[src/rtl/click_rr_arbiter.sv]
// Two-requester round-robin arbiter in front of one 2-phase click channel.
// Toggle inputs are synchronised into clk_out; bundled data is sampled at grant.
module click_rr_arbiter #(
  parameter int DATA_W      = 2,
  parameter int SYNC_STAGES = 2,
  parameter int TIMEOUT_CYC = 16
) (
  input  logic              clk_out,
  input  logic              reset,
  input  logic              req0,
  input  logic [DATA_W-1:0] data0,
  output logic              ack0,
  input  logic              req1,
  input  logic [DATA_W-1:0] data1,
  output logic              ack1,
  output logic              out_req,
  output logic [DATA_W-1:0] out_data,
  input  logic              out_ack,
  output logic              busy,
  output logic              gnt_id,
  output logic              err_timeout
);

  localparam int SYNC_N = (SYNC_STAGES < 1) ? 1 : SYNC_STAGES;
  localparam int CNT_W  = (TIMEOUT_CYC > 0) ? $clog2(TIMEOUT_CYC + 1) : 1;
  localparam logic [CNT_W-1:0] CNT_MAX = CNT_W'(TIMEOUT_CYC);
  localparam bit TO_EN = (TIMEOUT_CYC != 0);

  typedef enum logic [0:0] {
    ST_IDLE = 1'b0,
    ST_WAIT = 1'b1
  } state_e;

  state_e              state_q,    state_d;
  logic                ptr_q,      ptr_d;
  logic                gnt_q,      gnt_d;
  logic                busy_q,     busy_d;
  logic                out_req_q,  out_req_d;
  logic [DATA_W-1:0]   out_data_q, out_data_d;
  logic                ack0_q,     ack0_d;
  logic                ack1_q,     ack1_d;
  logic [CNT_W-1:0]    cnt_q,      cnt_d;
  logic                err_q,      err_d;

  logic [SYNC_N-1:0]   r0_sync_q;
  logic [SYNC_N-1:0]   r1_sync_q;
  logic [SYNC_N-1:0]   oa_sync_q;

  logic                r0_s;
  logic                r1_s;
  logic                oa_s;
  logic                pend0_s;
  logic                pend1_s;
  logic                gsel_s;

  // Saturating increment: the counter parks at the timeout value.
  function automatic logic [CNT_W-1:0] sat_inc(input logic [CNT_W-1:0] v);
    if (v == CNT_MAX) begin
      return v;
    end else begin
      return v + CNT_W'(1);
    end
  endfunction

  // Synchroniser chains for the three asynchronous toggle inputs.
  always_ff @(posedge clk_out or posedge reset) begin
    if (reset) begin
      r0_sync_q <= '0;
      r1_sync_q <= '0;
      oa_sync_q <= '0;
    end else begin
      r0_sync_q[0] <= req0;
      r1_sync_q[0] <= req1;
      oa_sync_q[0] <= out_ack;
      for (int i = 1; i < SYNC_N; i++) begin
        r0_sync_q[i] <= r0_sync_q[i-1];
        r1_sync_q[i] <= r1_sync_q[i-1];
        oa_sync_q[i] <= oa_sync_q[i-1];
      end
    end
  end

  assign r0_s    = r0_sync_q[SYNC_N-1];
  assign r1_s    = r1_sync_q[SYNC_N-1];
  assign oa_s    = oa_sync_q[SYNC_N-1];
  assign pend0_s = r0_s ^ ack0_q;
  assign pend1_s = r1_s ^ ack1_q;
  // Both pending: pointer decides; otherwise whoever is pending (pend1 alone -> 1).
  assign gsel_s  = (pend0_s && pend1_s) ? ptr_q : pend1_s;

  // Controller state register.
  always_ff @(posedge clk_out or posedge reset) begin
    if (reset) begin
      state_q    <= ST_IDLE;
      ptr_q      <= 1'b0;
      gnt_q      <= 1'b0;
      busy_q     <= 1'b0;
      out_req_q  <= 1'b0;
      out_data_q <= '0;
      ack0_q     <= 1'b0;
      ack1_q     <= 1'b0;
      cnt_q      <= '0;
      err_q      <= 1'b0;
    end else begin
      state_q    <= state_d;
      ptr_q      <= ptr_d;
      gnt_q      <= gnt_d;
      busy_q     <= busy_d;
      out_req_q  <= out_req_d;
      out_data_q <= out_data_d;
      ack0_q     <= ack0_d;
      ack1_q     <= ack1_d;
      cnt_q      <= cnt_d;
      err_q      <= err_d;
    end
  end

  // Next-state: grant in IDLE, wait for the matching downstream ack in WAIT.
  always_comb begin
    state_d    = state_q;
    ptr_d      = ptr_q;
    gnt_d      = gnt_q;
    busy_d     = busy_q;
    out_req_d  = out_req_q;
    out_data_d = out_data_q;
    ack0_d     = ack0_q;
    ack1_d     = ack1_q;
    cnt_d      = cnt_q;
    err_d      = err_q;
    case (state_q)
      ST_IDLE: begin
        if (pend0_s || pend1_s) begin
          out_data_d = gsel_s ? data1 : data0;
          out_req_d  = ~out_req_q;
          gnt_d      = gsel_s;
          busy_d     = 1'b1;
          cnt_d      = '0;
          state_d    = ST_WAIT;
        end else begin
          state_d    = ST_IDLE;
        end
      end
      ST_WAIT: begin
        if (oa_s == out_req_q) begin
          if (gnt_q) begin
            ack1_d = ~ack1_q;
          end else begin
            ack0_d = ~ack0_q;
          end
          ptr_d   = ~gnt_q;
          busy_d  = 1'b0;
          state_d = ST_IDLE;
        end else begin
          cnt_d = sat_inc(cnt_q);
          // No abort on timeout: the flag only reports the stall.
          if (TO_EN && (cnt_d == CNT_MAX)) begin
            err_d = 1'b1;
          end else begin
            err_d = err_q;
          end
        end
      end
      default: begin
        state_d = ST_IDLE;
        busy_d  = 1'b0;
      end
    endcase
  end

  assign ack0        = ack0_q;
  assign ack1        = ack1_q;
  assign out_req     = out_req_q;
  assign out_data    = out_data_q;
  assign busy        = busy_q;
  assign gnt_id      = gnt_q;
  assign err_timeout = err_q;

endmodule

[config.mk]
export PLATFORM = sky130hd
export DESIGN_NAME = click_rr_arbiter
export DESIGN_NICKNAME = d
export VERILOG_FILES = /design/src/rtl/click_rr_arbiter.sv
export SDC_FILE = /design/constraint.sdc
export NUM_CORES = 1
export LEC_CHECK = 0
export BUFFER_PORTS_ARGS = -buffer_cell sky130_fd_sc_hd__buf_4
export CAP_MARGIN = 20
export CORE_MARGIN = 3
export CORE_UTILIZATION = 25
export DETAILED_ROUTE_END_ITERATION = 8
export GPL_ROUTABILITY_DRIVEN = 0
export HOLD_SLACK_MARGIN = 0.1
export RECOVER_POWER = 25
export SLEW_MARGIN = 20
export SYNTH_ARGS = -nofsm -noshare
export SYNTH_HDL_FRONTEND = slang
export SYNTH_SLANG_ARGS = --single-unit
[constraint.sdc]
create_clock -name clk_out -period 1.8 [get_ports clk_out]
set_input_delay 0 -clock clk_out [delete_from_list [all_inputs] [get_ports clk_out]]
set_output_delay 0 -clock clk_out [all_outputs]
set_load 0.02 [all_outputs]
# Word level (Yosys, flattened, before mapping)
# Cells that the tools add are included.
# word_totals
in_bits,9
out_inout_bits,8
regBits,21
word_cells,51
# op_classes
n_addsub,1
reduce_logical,9
mux,14
n_bitwise,8
eq_ne,6
# ops
cell,count
two-way mux 5 bit,5
"equality test 5 bit, second input constant",2
one-hot mux 5 bit (2 select lines),1
AND reduction 3 bit,3
AND reduction 2 bit,4
inverter 1 bit,6
"adder 5 x 1 -> 5 bit, second input constant",1
two-way mux 1 bit,5
"inequality test 2 bit, second input constant",2
one-hot mux 1 bit (2 select lines),2
two-way mux 2 bit,1
"inequality test 2 x 1 -> 1 bit, second input constant",1
bitwise XOR 1 bit,2
equality test 1 bit,1
logical AND 1 bit,1
logical OR 1 bit,1

# Depth between registers and ports, before layout
# depth
word_depth,6
ltp_mapped,6
mapped_depth_nobuf,6

# Least setup slack after synthesis
# OpenSTA, ideal clock, no wires.
# synth_timing
path_type,register to register
from,"register ack0_q, in the netlist ack0"
to,register cnt_q[3]
slack_ps,379
setup_time_ps,124
stages_incl_launch_ff,5
arrival_time_ps,1297
synth_period_minus_slack_ps,1421
n_path_buf,0
required_time_ps,1676
cell_sequence,dfrtp_1 > xnor2_1 > a21oi_4 > nor2_2 > a211o_1
# synth_between
elab_chain_len,4
# synth_lines
item,line_no,rtl
from (decl),40,"logic ack0_q, ack0_d;"
from (signal assigned),111,ack0_q <= ack0_d;
bitwise XOR 1 bit,86,assign pend0_s = r0_s ^ ack0_q;
logical OR 1 bit,132,if (pend0_s || pend1_s) begin
inequality test 2 bit (no source line),n/a,
AND reduction 2 bit (no source line),n/a,
to (signal assigned),113,cnt_q <= cnt_d;
to (decl),42,"logic [CNT_W-1:0] cnt_q, cnt_d;"
# Every way passes these cells.
# A chain may end at the register's enable or synchronous reset.

# Final worst setup path
# Same ends and word-level chain as after synthesis.

==> metrics.md <==
| Metric | Value |
|---|---|
| Outcome | complete, no violations |
| Total grt overflow | 0 |
| Final Hold Fails | 0 |
| Syn Nets | 90 |
| CP Class | reg -> reg |
| Maximum vdd drop | 589 uV |
| Area growth, synth to finish | 28.7% |
| Fmax | 0.700 GHz |
| Switching share of total power | a little over two fifths |
| Reg power frac | between 40% and 50% |
| Design internal power | 0.00104 W |
| Worst Path Max Fanout | 9 |
| Die area | about 0.0044 mm2 |
| RSZ-0062 raised after global routing | false |
| CP Launch Type | flop |
| Worst-path clk slew | ~0.12 ns |
| Synth Register Bits | 21 |
| DIE WIDTH | around 66 um |
| Finish-stage setup viols | 0 |
| First-pass GRT wire length | approximately 2900 um |
| DRC errors left | 0 |
| PwrDens | about 1500 mW/mm2 |
| Critical path's slowest cell | dfrtp_1 |
| Fraction of layout cells with a size suffix above 1 | 15.9% |
| Combinational Power Share | approximately 45% |
| # resized after CTS | 0 |
| Leakage | 0.574 nW |
| Tmin final | 1.43 ns |
| Via density | around 4.3 |
| Clk pwr share | between 10% and 20% |
| TritonCTS clock tree | yes |
| Slew @ Worst Pin | ~0.77 ns |
| Setup TNS | 0 ns |
| Drt total wl | roughly 1700 um |
| Clock Path Buffers | 2 |
| Row count | 21 |
| Maximum single-stage delay on the critical path | between 0.4 and 0.5 ns |
| Sequential-to-total area share from yosys stat | between 50 and 60% |
| DP HPWL | 1230 um |
| CP required | 2.01 ns |
| TritonCTS Sinks | 21 |
| Max-cap violations | 0 |
| Starting Density | 26.6% |
| Port bufs | 16 |
| Die Ht | 66.3 um |
| Average size of a mapped cell | roughly 12 um2 |
| CTS root buf | clkbuf_4 |
| # fillers | 358 |
| Nets | ~120 |
| Kind of end point of the critical path | flop |
| Gr usage total | roughly 9% |
| DRC marker count from the first detailed-route iteration | 8 |
| Syn. warnings | 0 |
| Vias in the first global route | around 640 |
| Tightest Hold Check Type | reg -> reg |
| Max-Slew Margin vs Limit | about half |
| Wire per inst | 11.4 um |
| Final worst-path cycle share | between 70% and 80% |
| P_sw | 0.000740 W |
| Via Count | around 650 |
| Initial antenna violation count | 0 |
| Worst path top cell family by delay | compound AO/OA/AOI/OAI gates |
| Post-Synthesis Cells | between 70 and 80 |
| Mapped Area | ~910 um2 |
| Worst skew pair latency | between 0.3 and 0.4 ns |
| Max-slew violations | 0 |
| First-pass detailed-route iteration total | 4 |
| Core area | 0.00342 mm2 |
| Num CTS Buffers | 3 |
| Largest net degree at the start of global routing | 22 |
| I/O pins | 17 |
| Hold Slack | about 0.36 ns |
| Diode count | 0 |
| CP Data Arrival Time | between 1.5 and 2 ns |
| Skew final | 0.0149 ns |
| Post-synth cell types | 27 |
| Clock H-tree levels | 1 |
| Buf/Inv on CP | 0 |
| CP cell instances | xnor2_1 > a21oi_4 > nor2_2 > a211o_1 |
| Antenna violation net count after detailed routing | 0 |
state kept, by name (all words and copies together), names as in the netlist:
register and flops:
busy 1, ack1 1, r1_sync_q 2, out_req 1
ack0 1, err_timeout 1, cnt_q 5, ptr_q 1
oa_sync_q 2, gnt_id 1, state_q 1, out_data 2
r0_sync_q 2
through the flow:
| step | instance area (um2) | util (%) | setup slack (ns) | std cells | power (W) |
|---|---|---|---|---|---|
| final | 1170 | 34.3 | 0.371 | 153 | 0.00178 |
| after global placement | 1090 | 31.8 | 0.409 | 141 | 0.00159 |
| after global routing | 1170 | 34.3 | 0.251 | 153 | 0.00193 |
| after detailed placement | 1090 | 31.8 | 0.368 | 141 | 0.00160 |
| after CTS | 1190 | 34.9 | 0.352 | 153 | 0.00185 |
| after floorplan | 910 | - | 0.379 | 79 | 0.00134 |
cell type report:
class	instances	area [um2]	share of cell area (%)
sequential	21	526	44.9
multi-input combinational	50	354	30.2
clock buffer	4	26.3	2.24
inverter	8	30.0	2.56
tap	46	57.6	4.91
timing repair buffer	24	178	15.2
path summary, 6_finish.rpt:
kind | start | endpoint | slack, ns | cells past startpoint
setup / recovery | ack0 | cnt_q[3] | 0.37 | 4
hold / removal | r0_sync_q[0] | r0_sync_q[1] | 0.36 | 0
setup reg to reg | ack0 | cnt_q[3] | 0.37 | 4
hold reg to reg | r0_sync_q[0] | r0_sync_q[1] | 0.36 | 0
max in group asynchronous | reset | r1_sync_q[1] | 0.93 | 3
min in group asynchronous | reset | cnt_q[4] | 0.37 | 3
cell usage in the layout (no fill, tap or decap), drive strengths merged, types with 2 or more instances in the layout:
cell type    synthesis  routed
xnor2                3       3
and3                 2       2
o22ai                3       3
dlygate4sd3          0       8
a21oi                4       4
nor2                 7       7
clkbuf               0      13
ha                   2       2
nor3                 2       2
xor2                 5       5
nand3b               2       2
nand3                3       3
a211o                2       2
dfrtp               21      21
buf                  0       7
nand2                3       3
mux2i                2       2
inv                  8       8
cells in the mapped netlist:
cell type	instances	area, um2
a211o_1	2	17.5
a21o_1	1	7.51
a21oi_1	3	15.0
a21oi_4	1	16.3
a22o_2	1	10.0
a2bb2oi_1	1	8.76
a41o_1	1	10.0
and2_1	1	6.26
and3_1	2	12.5
dfrtp_1	21	526
ha_1	2	25.0
inv_1	8	30.0
mux2i_1	2	20.0
nand2_1	3	11.3
nand3_1	3	15.0
nand3b_1	2	15.0
nor2_1	6	22.5
nor2_2	1	6.26
nor3_1	2	10.0
o211a_1	1	10.0
o21a_1	1	7.51
o21ai_0	1	5.00
o21bai_1	1	7.51
o22ai_1	3	18.8
or2_2	1	6.26
xnor2_1	3	26.3
xor2_1	5	43.8
layer usage:
layer,global-route usage (%),up-vias,routed length [um]
li1,-,327,-
met1,11.2,313,819
met2,13.6,8,841
met3,3.57,4,48
met4,3.81,0,29
met5,0,-,0
power by group through the flow:
stage	registers (W)	clock network, W	logic, W
floorplan	0.000844	0	0.000499
global placement	0.000770	0	0.000824
detailed placement	0.000775	0	0.000826
CTS	0.000764	0.000239	0.000847
global route	0.000786	0.000259	0.000884
finish	0.000762	0.000225	0.000790
kinds of logic after synthesis:
family,count (synthesis),synth area share [%]
xor gates and xnor gates,8,7.70
DFF,21,57.8
muxes,2,2.20
buffers and inverters,8,3.30
and+or+nand+nor,21,11.6
AOI/OAI and AO/OA,17,14.7
adders and majority gates,2,2.75
timing repair:
action,4_1_cts,5_1_grt
hold buffers,8,0
buffers inserted,0,0
endpoints found under the hold margin,26,0
No activity file was read; power rests on OpenSTA's default activity.
